### src/rtl/lsu_byte_splitter.sv
// Load/store initiator for data_memory. Aligned accesses take one memory cycle.
// Misaligned halfword/word accesses are split into byte accesses and reassembled.
module lsu_byte_splitter #(
  parameter bit ALLOW_MISALIGNED = 1'b1
) (
  input  logic        clk,
  input  logic        rst_n,
  input  logic        req_valid,
  output logic        req_ready,
  input  logic        req_write,
  input  logic [2:0]  req_funct3,
  input  logic [31:0] req_addr,
  input  logic [31:0] req_wdata,
  output logic        resp_valid,
  output logic [31:0] resp_rdata,
  output logic        resp_err,
  output logic [31:0] mem_address,
  output logic [31:0] mem_write_data,
  output logic        mem_MemW,
  output logic        mem_memRead,
  output logic [2:0]  mem_funct3,
  input  logic [31:0] mem_read_data
);

  typedef enum logic [1:0] {IDLE = 2'd0, ACCESS = 2'd1, RESP = 2'd2} state_t;

  state_t      state;
  logic        write_r;
  logic [2:0]  funct3_r;
  logic [31:0] addr_r;
  logic [31:0] wdata_r;
  logic        mis_r;
  logic [1:0]  last_r;
  logic [1:0]  k_r;
  logic [31:0] asm_r;

  logic        req_mis_s;
  logic [1:0]  req_last_s;
  logic        req_legal_s;
  logic        req_err_s;
  logic        src_write_s;
  logic [2:0]  src_f3_s;
  logic [31:0] src_addr_s;
  logic [31:0] src_wdata_s;
  logic        src_mis_s;
  logic [1:0]  src_k_s;
  logic [31:0] cmd_addr_s;
  logic [31:0] cmd_wdata_s;
  logic [2:0]  cmd_f3_s;
  logic [31:0] asm_s;
  logic [31:0] load_val_s;

  // Classify the incoming request: legality, misalignment and last byte index.
  always_comb begin
    req_mis_s  = 1'b0;
    req_last_s = 2'd0;
    if ((req_funct3[1:0] == 2'b01) && req_addr[0]) begin
      req_mis_s  = 1'b1;
      req_last_s = 2'd1;
    end else if ((req_funct3 == 3'b010) && (req_addr[1:0] != 2'b00)) begin
      req_mis_s  = 1'b1;
      req_last_s = 2'd3;
    end else begin
      req_mis_s  = 1'b0;
      req_last_s = 2'd0;
    end
    if (req_write) begin
      req_legal_s = (req_funct3 == 3'b000) || (req_funct3 == 3'b001) ||
                    (req_funct3 == 3'b010);
    end else begin
      req_legal_s = (req_funct3 == 3'b000) || (req_funct3 == 3'b001) ||
                    (req_funct3 == 3'b010) || (req_funct3 == 3'b100) ||
                    (req_funct3 == 3'b101);
    end
    req_err_s = !req_legal_s || (req_mis_s && !ALLOW_MISALIGNED);
  end

  // Memory command for the next access cycle: first byte from the request, later ones from the captured copy.
  always_comb begin
    if (state == IDLE) begin
      src_write_s = req_write;
      src_f3_s    = req_funct3;
      src_addr_s  = req_addr;
      src_wdata_s = req_wdata;
      src_mis_s   = req_mis_s;
      src_k_s     = 2'd0;
    end else begin
      src_write_s = write_r;
      src_f3_s    = funct3_r;
      src_addr_s  = addr_r;
      src_wdata_s = wdata_r;
      src_mis_s   = mis_r;
      src_k_s     = k_r + 2'd1;
    end
    if (src_mis_s) begin
      cmd_addr_s  = src_addr_s + {30'd0, src_k_s};
      cmd_f3_s    = src_write_s ? 3'b000 : 3'b100;
      cmd_wdata_s = {24'd0, src_wdata_s[{src_k_s, 3'b000} +: 8]};
    end else begin
      cmd_addr_s  = src_addr_s;
      cmd_f3_s    = src_f3_s;
      cmd_wdata_s = src_wdata_s;
    end
  end

  // Merge the current byte into the assembly word and extend the final load result.
  always_comb begin
    asm_s = asm_r;
    asm_s[{k_r, 3'b000} +: 8] = mem_read_data[7:0];
    if (!mis_r) begin
      load_val_s = mem_read_data;
    end else begin
      case (funct3_r)
        3'b001:  load_val_s = {{16{asm_s[15]}}, asm_s[15:0]};
        3'b101:  load_val_s = {16'd0, asm_s[15:0]};
        default: load_val_s = asm_s;
      endcase
    end
  end

  // Control FSM with registered handshake and memory-side outputs.
  always_ff @(posedge clk or negedge rst_n) begin
    if (!rst_n) begin
      state          <= IDLE;
      req_ready      <= 1'b1;
      resp_valid     <= 1'b0;
      resp_err       <= 1'b0;
      resp_rdata     <= 32'd0;
      mem_address    <= 32'd0;
      mem_write_data <= 32'd0;
      mem_funct3     <= 3'd0;
      mem_MemW       <= 1'b0;
      mem_memRead    <= 1'b0;
      write_r        <= 1'b0;
      funct3_r       <= 3'd0;
      addr_r         <= 32'd0;
      wdata_r        <= 32'd0;
      mis_r          <= 1'b0;
      last_r         <= 2'd0;
      k_r            <= 2'd0;
      asm_r          <= 32'd0;
    end else begin
      case (state)
        IDLE: begin
          resp_valid <= 1'b0;
          resp_err   <= 1'b0;
          if (req_valid && req_ready) begin
            write_r   <= req_write;
            funct3_r  <= req_funct3;
            addr_r    <= req_addr;
            wdata_r   <= req_wdata;
            mis_r     <= req_mis_s;
            last_r    <= req_last_s;
            k_r       <= 2'd0;
            asm_r     <= 32'd0;
            req_ready <= 1'b0;
            if (req_err_s) begin
              state      <= RESP;
              resp_valid <= 1'b1;
              resp_err   <= 1'b1;
              resp_rdata <= 32'd0;
            end else begin
              state          <= ACCESS;
              mem_address    <= cmd_addr_s;
              mem_write_data <= cmd_wdata_s;
              mem_funct3     <= cmd_f3_s;
              mem_MemW       <= req_write;
              mem_memRead    <= !req_write;
            end
          end
        end
        ACCESS: begin
          asm_r <= asm_s;
          if (k_r == last_r) begin
            state       <= RESP;
            resp_valid  <= 1'b1;
            resp_err    <= 1'b0;
            resp_rdata  <= write_r ? 32'd0 : load_val_s;
            mem_MemW    <= 1'b0;
            mem_memRead <= 1'b0;
          end else begin
            k_r            <= k_r + 2'd1;
            mem_address    <= cmd_addr_s;
            mem_write_data <= cmd_wdata_s;
            mem_funct3     <= cmd_f3_s;
          end
        end
        RESP: begin
          state      <= IDLE;
          req_ready  <= 1'b1;
          resp_valid <= 1'b0;
          resp_err   <= 1'b0;
        end
        default: begin
          state       <= IDLE;
          req_ready   <= 1'b1;
          resp_valid  <= 1'b0;
          resp_err    <= 1'b0;
          mem_MemW    <= 1'b0;
          mem_memRead <= 1'b0;
        end
      endcase
    end
  end

endmodule

### config.mk
export PLATFORM = sky130hd
export DESIGN_NAME = lsu_byte_splitter
export DESIGN_NICKNAME = d
export VERILOG_FILES = /design/src/rtl/lsu_byte_splitter.sv
export SDC_FILE = /design/constraint.sdc
export NUM_CORES = 1
export LEC_CHECK = 0
export ABC_AREA = 0
export BUFFER_PORTS_ARGS = -buffer_cell sky130_fd_sc_hd__buf_4
export CAP_MARGIN = 40
export CELL_PAD_IN_SITES_DETAIL_PLACEMENT = 1
export CELL_PAD_IN_SITES_GLOBAL_PLACEMENT = 1
export CORE_ASPECT_RATIO = 0.75
export CORE_UTILIZATION = 38
export DETAILED_ROUTE_END_ITERATION = 8
export GPL_TIMING_DRIVEN = 0
export PLACE_DENSITY_LB_ADDON = 0.2
export SETUP_SLACK_MARGIN = 0.02
export SYNTH_ARGS = -nofsm -noshare
export SYNTH_HDL_FRONTEND = slang
export SYNTH_SLANG_ARGS = --single-unit
### constraint.sdc
create_clock -name clk -period 3.89 [get_ports clk]
set_input_delay 0.1945 -clock clk [delete_from_list [all_inputs] [get_ports clk]]
set_output_delay 0.1945 -clock clk [all_outputs]
set_load 0.01 [all_outputs]
Word level (Yosys, flattened, before mapping)
Cells that the tools add are included.

storage, ports and cells
  register bits = 211
  input bits = 103
  output and inout bits = 104
  logic and storage cells = 119

operators by class
  add/subtract/negate cells = 3
  equality and inequality tests = 15
  shift operators = 3
  multiplexer cells = 58
  bitwise operators = 2
  reductions and logical operators = 20

operators by type and width
  kind                                                  count
  2-to-1 mux 32 bit                                     16
  one-hot mux 32 bit (2 select lines)                   5
  adder 32 x 2 -> 32 bit                                1
  bitwise mux 32 bit                                    1
  variable shift 8 x 7 -> 32 bit, first input constant  1
  indexed part select 32 x 6 -> 8 bit                   1
  indexed part select 8 x 7 -> 32 bit                   1
  2-to-1 mux 3 bit                                      6
  2-to-1 mux 2 bit                                      8
  2-to-1 mux 1 bit                                      14
  AND reduction 4 bit                                   3
  == test 3 bit, second input constant                  3
  != test 2 bit, second input constant                  4
  one-hot mux 2 bit (2 select lines)                    2
  AND reduction 2 bit                                   4
  negator 5 -> 7 bit                                    1
  == test 3 x 1 -> 1 bit, second input constant         2
  one-hot mux 1 bit (2 select lines)                    3
  one-hot mux 1 bit (3 select lines)                    2
  one-hot mux 3 bit (2 select lines)                    1
  == test 2 x 1 -> 1 bit, second input constant         2
  logical OR 1 bit                                      4
  nonzero test 2 bit                                    2
  == test 3 x 2 -> 1 bit, second input constant         1
  other kinds (10)                                      13

Depth between registers and ports, before layout
Gate-level depths: netlist of run 1.

  depth after elaboration = 9
  gate-level depth with buffers = 17

Worst setup path before layout of run 1
Ideal clock, no wire load.

  path type = reg-to-reg
  from = register k_r[0]
  to = register mem_address[28]
  arrival time = 3.605 ns
  required time = 3.754 ns
  path slack = 0.148 ns
  stages on the path, launching flop included = 15
  cell sequence = dfrtp_1 > clkbuf_1 > inv_1 > ha_1 > buf_1 > clkbuf_1 > and2_1 > inv_1 > fa_1 > and3b_1 > a32o_1 > o2111ai_4 > nor3_1 > xor2_1 > o21ai_0

on the way
  longest elaborated chain between the ends = 7

RTL lines
  item                                 line  RTL
  from (decl)                          34    logic [1:0] k_r;
  from (signal assigned)               182   k_r <= k_r + 2'd1;
  adder 2 x 1 -> 2 bit                 93    src_k_s = k_r + 2'd1;
  2-to-1 mux 2 bit                     80    if (state == IDLE) begin
  adder 32 x 2 -> 32 bit               96    cmd_addr_s = src_addr_s + {30'd0, src_k_s};
  2-to-1 mux 32 bit                    95    if (src_mis_s) begin
  2-to-1 mux 32 bit                    157   if (req_err_s) begin
  2-to-1 mux 32 bit                    147   if (req_valid && req_ready) begin
  one-hot mux 32 bit (2 select lines)  143   case (state)
  to (signal assigned)                 164   mem_address <= cmd_addr_s;
  to (signal assigned)                 183   mem_address <= cmd_addr_s;
  to (decl)                            17    output logic [31:0] mem_address,

Several ways; a longest one is shown, not always the timed one. The select of a mux whose other input is x is not followed.
A chain may end at the register's enable or synchronous reset.

Final worst setup path of run 1
  from = register k_r[0]
  to = register mem_address[12]

Same word-level chain as after synthesis.

==> results.sh, run 1 <==
export IMPL_skew_ns=0.01252
export IMPL_h_tree_depth=1
export IMPL_status="finished, final reports clean"
export IMPL_die_w_um=194.6
export IMPL_hpwl_um=26580
export IMPL_finalSetupViolations=0
export IMPL_maxCapViolCount=0
export IMPL_yosysSeqAreaShare_pct=49.98
export IMPL_fillers=3160
export IMPL_antenna_found_initial=0
export IMPL_drt_wl_total_um=37990
export IMPL_multi_input_area_mm2=0.004895
export IMPL_grt_overflow=0
export IMPL_rsz0062_at_grt="false"
export IMPL_max_freq_mhz=281.9
export IMPL_fin_util_pct=52.75
export IMPL_worstPathMaxFanout=19
export IMPL_seqCellArea_mm2=0.005283
export IMPL_end_kind="register"
export IMPL_rr_startpoint="k_r[0]$_DFFE_PN0P_"
export IMPL_yosys_warnings=0
export IMPL_num_vias=10070
export IMPL_ant_nets=0
export IMPL_synth_ff_type="dfrtp_1"
export IMPL_netlist_instances=1149
export IMPL_initial_core_util_pct=38.95
export IMPL_core_area_mm2=0.02713
export IMPL_tritoncts="yes"
export IMPL_netlist_area_mm2=0.01057
export IMPL_numClockSinks=211
export IMPL_arrival_ns=3.94
export IMPL_route_detailed_drc=0
export IMPL_track_usage_pct=26.88
export IMPL_p_per_area_mw_per_mm2=815.3
export IMPL_die_area_mm2=0.02848
export IMPL_gp_congestion=0.8765
export IMPL_ys_types=70
export IMPL_ios=207
export IMPL_root_buffer="clkbuf_16"
export IMPL_path_class="reg -> reg"
export IMPL_synthToLayoutAreaGrowth_pct=35.45
export IMPL_first_pass_iters=5
export IMPL_crit_required_ns=4.29
export IMPL_grt_max_degree=116
export IMPL_wl_per_cell_um=20.74
export IMPL_hold_ws_ns=0.01694
export IMPL_drv_slew=0
export IMPL_crit_start="k_r[0]$_DFFE_PN0P_"
export IMPL_async_reset_ff_share_pct=100.0
export IMPL_min_path_type="in -> reg"
export IMPL_avgSynthCellArea_um2=9.196
export IMPL_drt_iter0_drc=611
export IMPL_cts_buffers=24
export IMPL_clk_path_buf_depth=3
export IMPL_worst_slew_pin_slew_ns=0.9823
export IMPL_drive_above_1_share_pct=19.99
export IMPL_grt_first_pass_wirelength_um=60290
export IMPL_max_vdd_ir_drop_uv=342.2
export IMPL_syn_num_nets=1260
export IMPL_clkLatencyLatePin_ns=0.54
export IMPL_synth_edff_count=0
export IMPL_fin_nets=1575
export IMPL_ys_ff_latch=211
export IMPL_yosysTopAreaCellShare_pct=49.73
export IMPL_fin_crit_sh_pct=91.19
export IMPL_power_leakage_nw=6.942
export IMPL_yosysTopAreaCell="dfrtp_1"
export IMPL_num_rows=52
export IMPL_finalHoldViolCount=0
export IMPL_crit_path_start_kind="register"
export IMPL_io_buffers=206
export IMPL_die_height_um=146.4
export IMPL_num_antenna_cells=0
export IMPL_maxSlewHeadroom_pct=33.97
export IMPL_clkTransAtPathRegs_ns=0.06
export IMPL_synth_area_leaders="dfrtp_1 50%, nand2_1 12%, o21ai_0 5.8%"
export IMPL_hold_start="mem_read_data[12]"
export IMPL_grt_pass1_vias=10590
export IMPL_fin_crit_ns=3.547
export IMPL_vias_per_cell=5.495
[logic make-up (layout without fill, tap and decap cells)]
| logic type | after synthesis | in the layout | share of synthesized area [%] |
|---|---|---|---|
| compound gates | 287 | 288 | 17.89 |
| xor+xnor | 31 | 31 | 2.570 |
| fa+ha+maj | 8 | 8 | 1.018 |
| buf+inv | 104 | 435 | 4.050 |
| flops | 211 | 211 | 49.98 |
| mux | 56 | 56 | 5.329 |
| simple gates | 452 | 452 | 19.16 |
[critical path, cell delays in order (launching register included)]
cell	delay (ns)
dfrtp_2	0.46
inv_1	0.15
ha_1	0.41
buf_4	0.29
and2_1	0.25
inv_1	0.09
fa_2	0.43
and3b_1	0.26
a32o_2	0.26
o2111ai_4	0.21
xnor2_1	0.45
o21ai_0	0.13
[placed cells by master (no fill, tap or decap), types with 4 or more instances in the layout]
cell type      netlist  layout
o21ai_0            122     122
a22oi_1             11      11
a21oi_1             22      22
buf_4                2     212
dlygate4sd3_1        0      82
o21a_1               4       4
nor2b_1             11      11
xor2_1              17      17
buf_1               12      10
clkbuf_1            47      47
nand2_1            336     336
nor3_1               9       8
xnor2_1             14      14
o21ai_1              7       7
o211ai_1            18      18
mux2i_1             54      54
nand3_1             21      21
buf_2               11       6
nor2_1              22      20
dfrtp_1            210     209
a221o_1              8       8
clkbuf_16            0      24
nor3_2               3       4
inv_1               27      27
a22o_1              44      44
clkinv_2             0       5
a221oi_1            17      17
clkbuf_8             0       5
buf_6                2       4
ha_1                 7       7
o22ai_1             16      16
nand4bb_1            5       5
[stage by stage]
stage | power (mW) | worst slack, ns | setup TNS, ns | cells | cell area (um^2)
2_1_floorplan | 6.807 | 0.1481 | 0 | 1149 | 10570
3_3_place_gp | 8.943 | -0.8909 | -11.29 | 1706 | 12550
3_5_place_dp | 9.127 | -0.9125 | -12.02 | 1707 | 12590
4_1_cts | 11.69 | 0.06087 | 0 | 1831 | 14280
5_1_grt | 12.46 | 0.09752 | 0 | 1832 | 14310
6_report | 11.67 | 0.3426 | 0 | 1832 | 14310
[what timing repair did]
item,in CTS,in global routing
pin swaps,2,2
gates resized for setup,14,7
endpoints found under the hold margin,218,0
endpoints found under the setup margin,27,10
hold buffers,82,0
cloned,1,0
buffers inserted,1,1
[sequential cells by signal (all words and copies together), names as in the netlist, 2 cells and up]
register        flops
state               2
resp_rdata         32
mem_address        32
last_r              2
asm_r              32
mem_funct3          3
funct3_r            3
mem_write_data     32
k_r                 2
addr_r             32
wdata_r            32
[routing by layer]
| layer | wire (um) | global-route usage [%] |
|---|---|---|
| met5 | 0 | 0 |
| met3 | 1683 | 4.043 |
| met4 | 858 | 7.222 |
| met1 | 17820 | 37.98 |
| met2 | 17620 | 43.01 |
[layout make-up]
type	count	area share (%)
sequential	211	36.91
multi-input combinational	835	34.20
timing repair buffer	292	16.92
clock buffer	32	4.756
tap	351	3.068
buffer	71	2.360
clock inverter	11	1.023
inverter	29	0.7606
[cells in the mapped netlist, types with 9 or more instances]
cell type / count
buf_1: 12
o211ai_1: 18
o21ai_0: 122
nor2_1: 22
inv_1: 27
nand3_1: 21
dfrtp_1: 210
clkbuf_1: 47
xnor2_1: 14
o22ai_1: 16
a21oi_1: 22
a221oi_1: 17
xor2_1: 17
a22o_1: 44
nor3_1: 9
buf_2: 11
nand2_1: 336
mux2i_1: 54
a22oi_1: 11
nor2b_1: 11
[path summary, 6_finish.rpt]
check,cells after the start,slack [ns],end
min in group asynchronous,2,0.25,mem_write_data[18]$_DFFE_PN0P_
setup reg to reg,11,0.34,mem_address[12]$_DFFE_PN0P_
max in group asynchronous,3,2.58,addr_r[21]$_DFFE_PN0P_
hold / removal,3,0.02,resp_rdata[12]$_DFFE_PN0P_
hold reg to reg,2,0.48,wdata_r[1]$_DFFE_PN0P_
setup / recovery,11,0.34,mem_address[12]$_DFFE_PN0P_
[where the power goes]
| group | internal, mW | leakage (nW) | switching [mW] |
|---|---|---|---|
| sequential | 3.10 | 2.73 | 0.671 |
| combinational | 2.17 | 3.81 | 3.35 |
| clock | 1.43 | 0.404 | 0.961 |
| total | 6.69 | 6.94 | 4.98 |
(Power assumes the default switching activity.)
==> run 2, diff against run 1 <==
CORE_UTILIZATION = 40   (was 38)
clock period = 4.2 ns   (was 3.89 ns; I/O delays follow)
==> results.sh, run 2 (synthesized netlist as in run 1, its figures left out) <==
export IMPL_drv_slew=0
export IMPL_total_power_mw=10.54
export IMPL_pwr_share_clk_pct=18.8
export IMPL_cts_buffers=24
export IMPL_vias_per_cell=5.555
export IMPL_worst_slew_pin_slew_ns=0.8406
export IMPL_num_antenna_cells=0
export IMPL_worst_slack_ns=0.2204
export IMPL_ios=207
export IMPL_hpwl_um=26030
export IMPL_status="finished, final reports clean"
export IMPL_rr_worst_depth=16
export IMPL_rr_startpoint="state[0]$_DFFE_PN0P_"
export IMPL_drive_above_1_share_pct=19.18
export IMPL_min_path_type="in -> reg"
export IMPL_r2r_end="mem_address[28]$_DFFE_PN0P_"
export IMPL_root_buffer="clkbuf_16"
export IMPL_synthToLayoutAreaGrowth_pct=33.61
export IMPL_maxCapViolCount=0
export IMPL_hold_path_depth=3
export IMPL_combinationalPowerShare_pct=48.0
export IMPL_wl_per_cell_um=20.77
export IMPL_io_buffers=206
export IMPL_maxSlewHeadroom_pct=43.96
export IMPL_gp_congestion=0.8532
export IMPL_r2r_setup_slack_ns=0.22
export IMPL_num_vias=10080
export IMPL_hold_start="mem_read_data[11]"
export IMPL_max_vdd_ir_drop_uv=379.9
export IMPL_ant_nets=0
export IMPL_fin_util_pct=54.36
export IMPL_crit_path_start_kind="register"
export IMPL_worstPathMaxFanout=11
export IMPL_track_usage_pct=27.97
export IMPL_clkTransAtPathRegs_ns=0.06
export IMPL_die_w_um=189.7
export IMPL_p_per_area_mw_per_mm2=746.3
export IMPL_drt_iter0_drc=704
export IMPL_core_area_mm2=0.02597
export IMPL_tritoncts="yes"
export IMPL_tns_ns=0
export IMPL_route_detailed_drc=0
export IMPL_dp_slack_ns=-0.5598
export IMPL_clk_path_buf_depth=3
export IMPL_initial_core_util_pct=40.69
export IMPL_fillers=2986
export IMPL_seqCellArea_mm2=0.005281
export IMPL_swShare_pct=43.14
export IMPL_grt_max_degree=118
export IMPL_internal_power_mw=5.991
export IMPL_rsz0062_at_grt="false"
export IMPL_skew_ns=0.01320
export IMPL_first_pass_iters=5
export IMPL_max_freq_mhz=251.3
export IMPL_worstHoldEndpoint="resp_rdata[11]$_DFFE_PN0P_"
export IMPL_h_tree_depth=1
export IMPL_arrival_ns=4.36
export IMPL_end_kind="register"
export IMPL_grt_first_pass_wirelength_um=59020
export IMPL_grt_pass1_vias=10510
export IMPL_crit_required_ns=4.58
export IMPL_fin_nets=1571
export IMPL_layout_common_cells="336 x nand2_1, 210 x dfrtp_1, 208 x buf_4"
export IMPL_power_leakage_nw=6.864
export IMPL_grt_overflow=0
export IMPL_numClockSinks=211
export IMPL_layout_commonest_cell="nand2_1"
export IMPL_path_class="reg -> reg"
export IMPL_clkLatencyLatePin_ns=0.53
export IMPL_num_rows=51
export IMPL_antenna_found_initial=0
export IMPL_die_height_um=142.8
export IMPL_p_sw_mw=4.545
export IMPL_seqPwrFrac_pct=33.2
export IMPL_fin_crit_sh_pct=94.75
export IMPL_drt_wl_total_um=37680
export IMPL_finalSetupViolations=0
export IMPL_multi_input_area_mm2=0.004878
export IMPL_die_area_mm2=0.02708
export IMPL_finalHoldViolCount=0
export IMPL_fin_crit_ns=3.980
run 2: cell types whose count changed in the layout (fill, tap and decap cells not counted), sizes merged:
| cell | previous run | this run |
|---|---|---|
| buf | 235 | 230 |
| clkinvlp | 2 | 0 |
| dlygate4sd3 | 82 | 77 |
| bufinv | 3 | 0 |
| clkbuf | 78 | 86 |
| clkinv | 8 | 3 |
| clkdlybuf4s15 | 0 | 1 |
run 2: critical path, stage by stage, from the launching register on:
cell and delay (ns):
dfrtp_1 0.32, clkbuf_4 0.23, or2_4 0.26, buf_6 0.22, buf_4 0.25, buf_6 0.23, nand2_1 0.09, nand2_1 0.11
ha_1 0.18, inv_1 0.07, fa_1 0.45, and3b_1 0.27, a32o_2 0.30, o2111ai_4 0.21, nor3_1 0.28, xor2_1 0.25
o21ai_0 0.11
run 2: repair_timing:
action                                 CTS  global route
endpoints found under the hold margin  179             0
cloned                                   1             0
setup endpoints to repair               13            11
hold buffers                            77             0
pin swaps                                1             0
resized for setup                        7             9
setup buffers                            0             0
run 2: worst max-delay path by stage:
stage                          from                           to
2_1_floorplan    k_r[0]$_DFFE_PN0P_  mem_address[28]$_DFFE_PN0P_
3_3_place_gp   state[0]$_DFFE_PN0P_  mem_address[28]$_DFFE_PN0P_
3_5_place_dp     k_r[0]$_DFFE_PN0P_  mem_address[28]$_DFFE_PN0P_
4_1_cts        state[0]$_DFFE_PN0P_  mem_address[20]$_DFFE_PN0P_
5_1_grt        state[0]$_DFFE_PN0P_  mem_address[28]$_DFFE_PN0P_
6_report       state[0]$_DFFE_PN0P_  mem_address[28]$_DFFE_PN0P_
run 2: layout make-up:
class	instances	area share (%)
Tap cell	344	3.049
Inverter	29	0.7711
Timing Repair Buffer	286	16.78
Clock buffer	35	4.981
Sequential cell	211	37.41
Clock inverter	1	0.06204
Multi-Input combinational cell	835	34.56
Buffer	73	2.393
run 2: layer usage:
metal  vias to the layer above  GRT usage (%)  part of all wire [%]
li1                       4637              -                     -
met1                      5108          39.04                    46
met2                       275          45.77                    47
met3                        57          4.203                   5.2
met4                         0          6.579                   1.8
met5                         -              0                     0
run 2: metrics by stage:
stage,cells,area (um^2),hold WS [ns]
floorplan,1149,10570,-0.08559
global placement,1699,12540,0.4127
detailed placement,1701,12590,0.2904
CTS,1814,14100,0.006014
global route,1814,14120,0.02036
finish,1814,14120,0.003624
run 2: power groups by stage:
| stage | Sequential (mW) | Clock, mW | Combinational (mW) |
|---|---|---|---|
| finish | 3.50 | 1.98 | 5.06 |
| global route | 3.59 | 2.09 | 5.56 |
| CTS | 3.48 | 2.01 | 5.02 |
| detailed placement | 3.51 | 0 | 4.91 |
| global placement | 3.48 | 0 | 4.77 |
| floorplan | 3.51 | 0 | 2.79 |
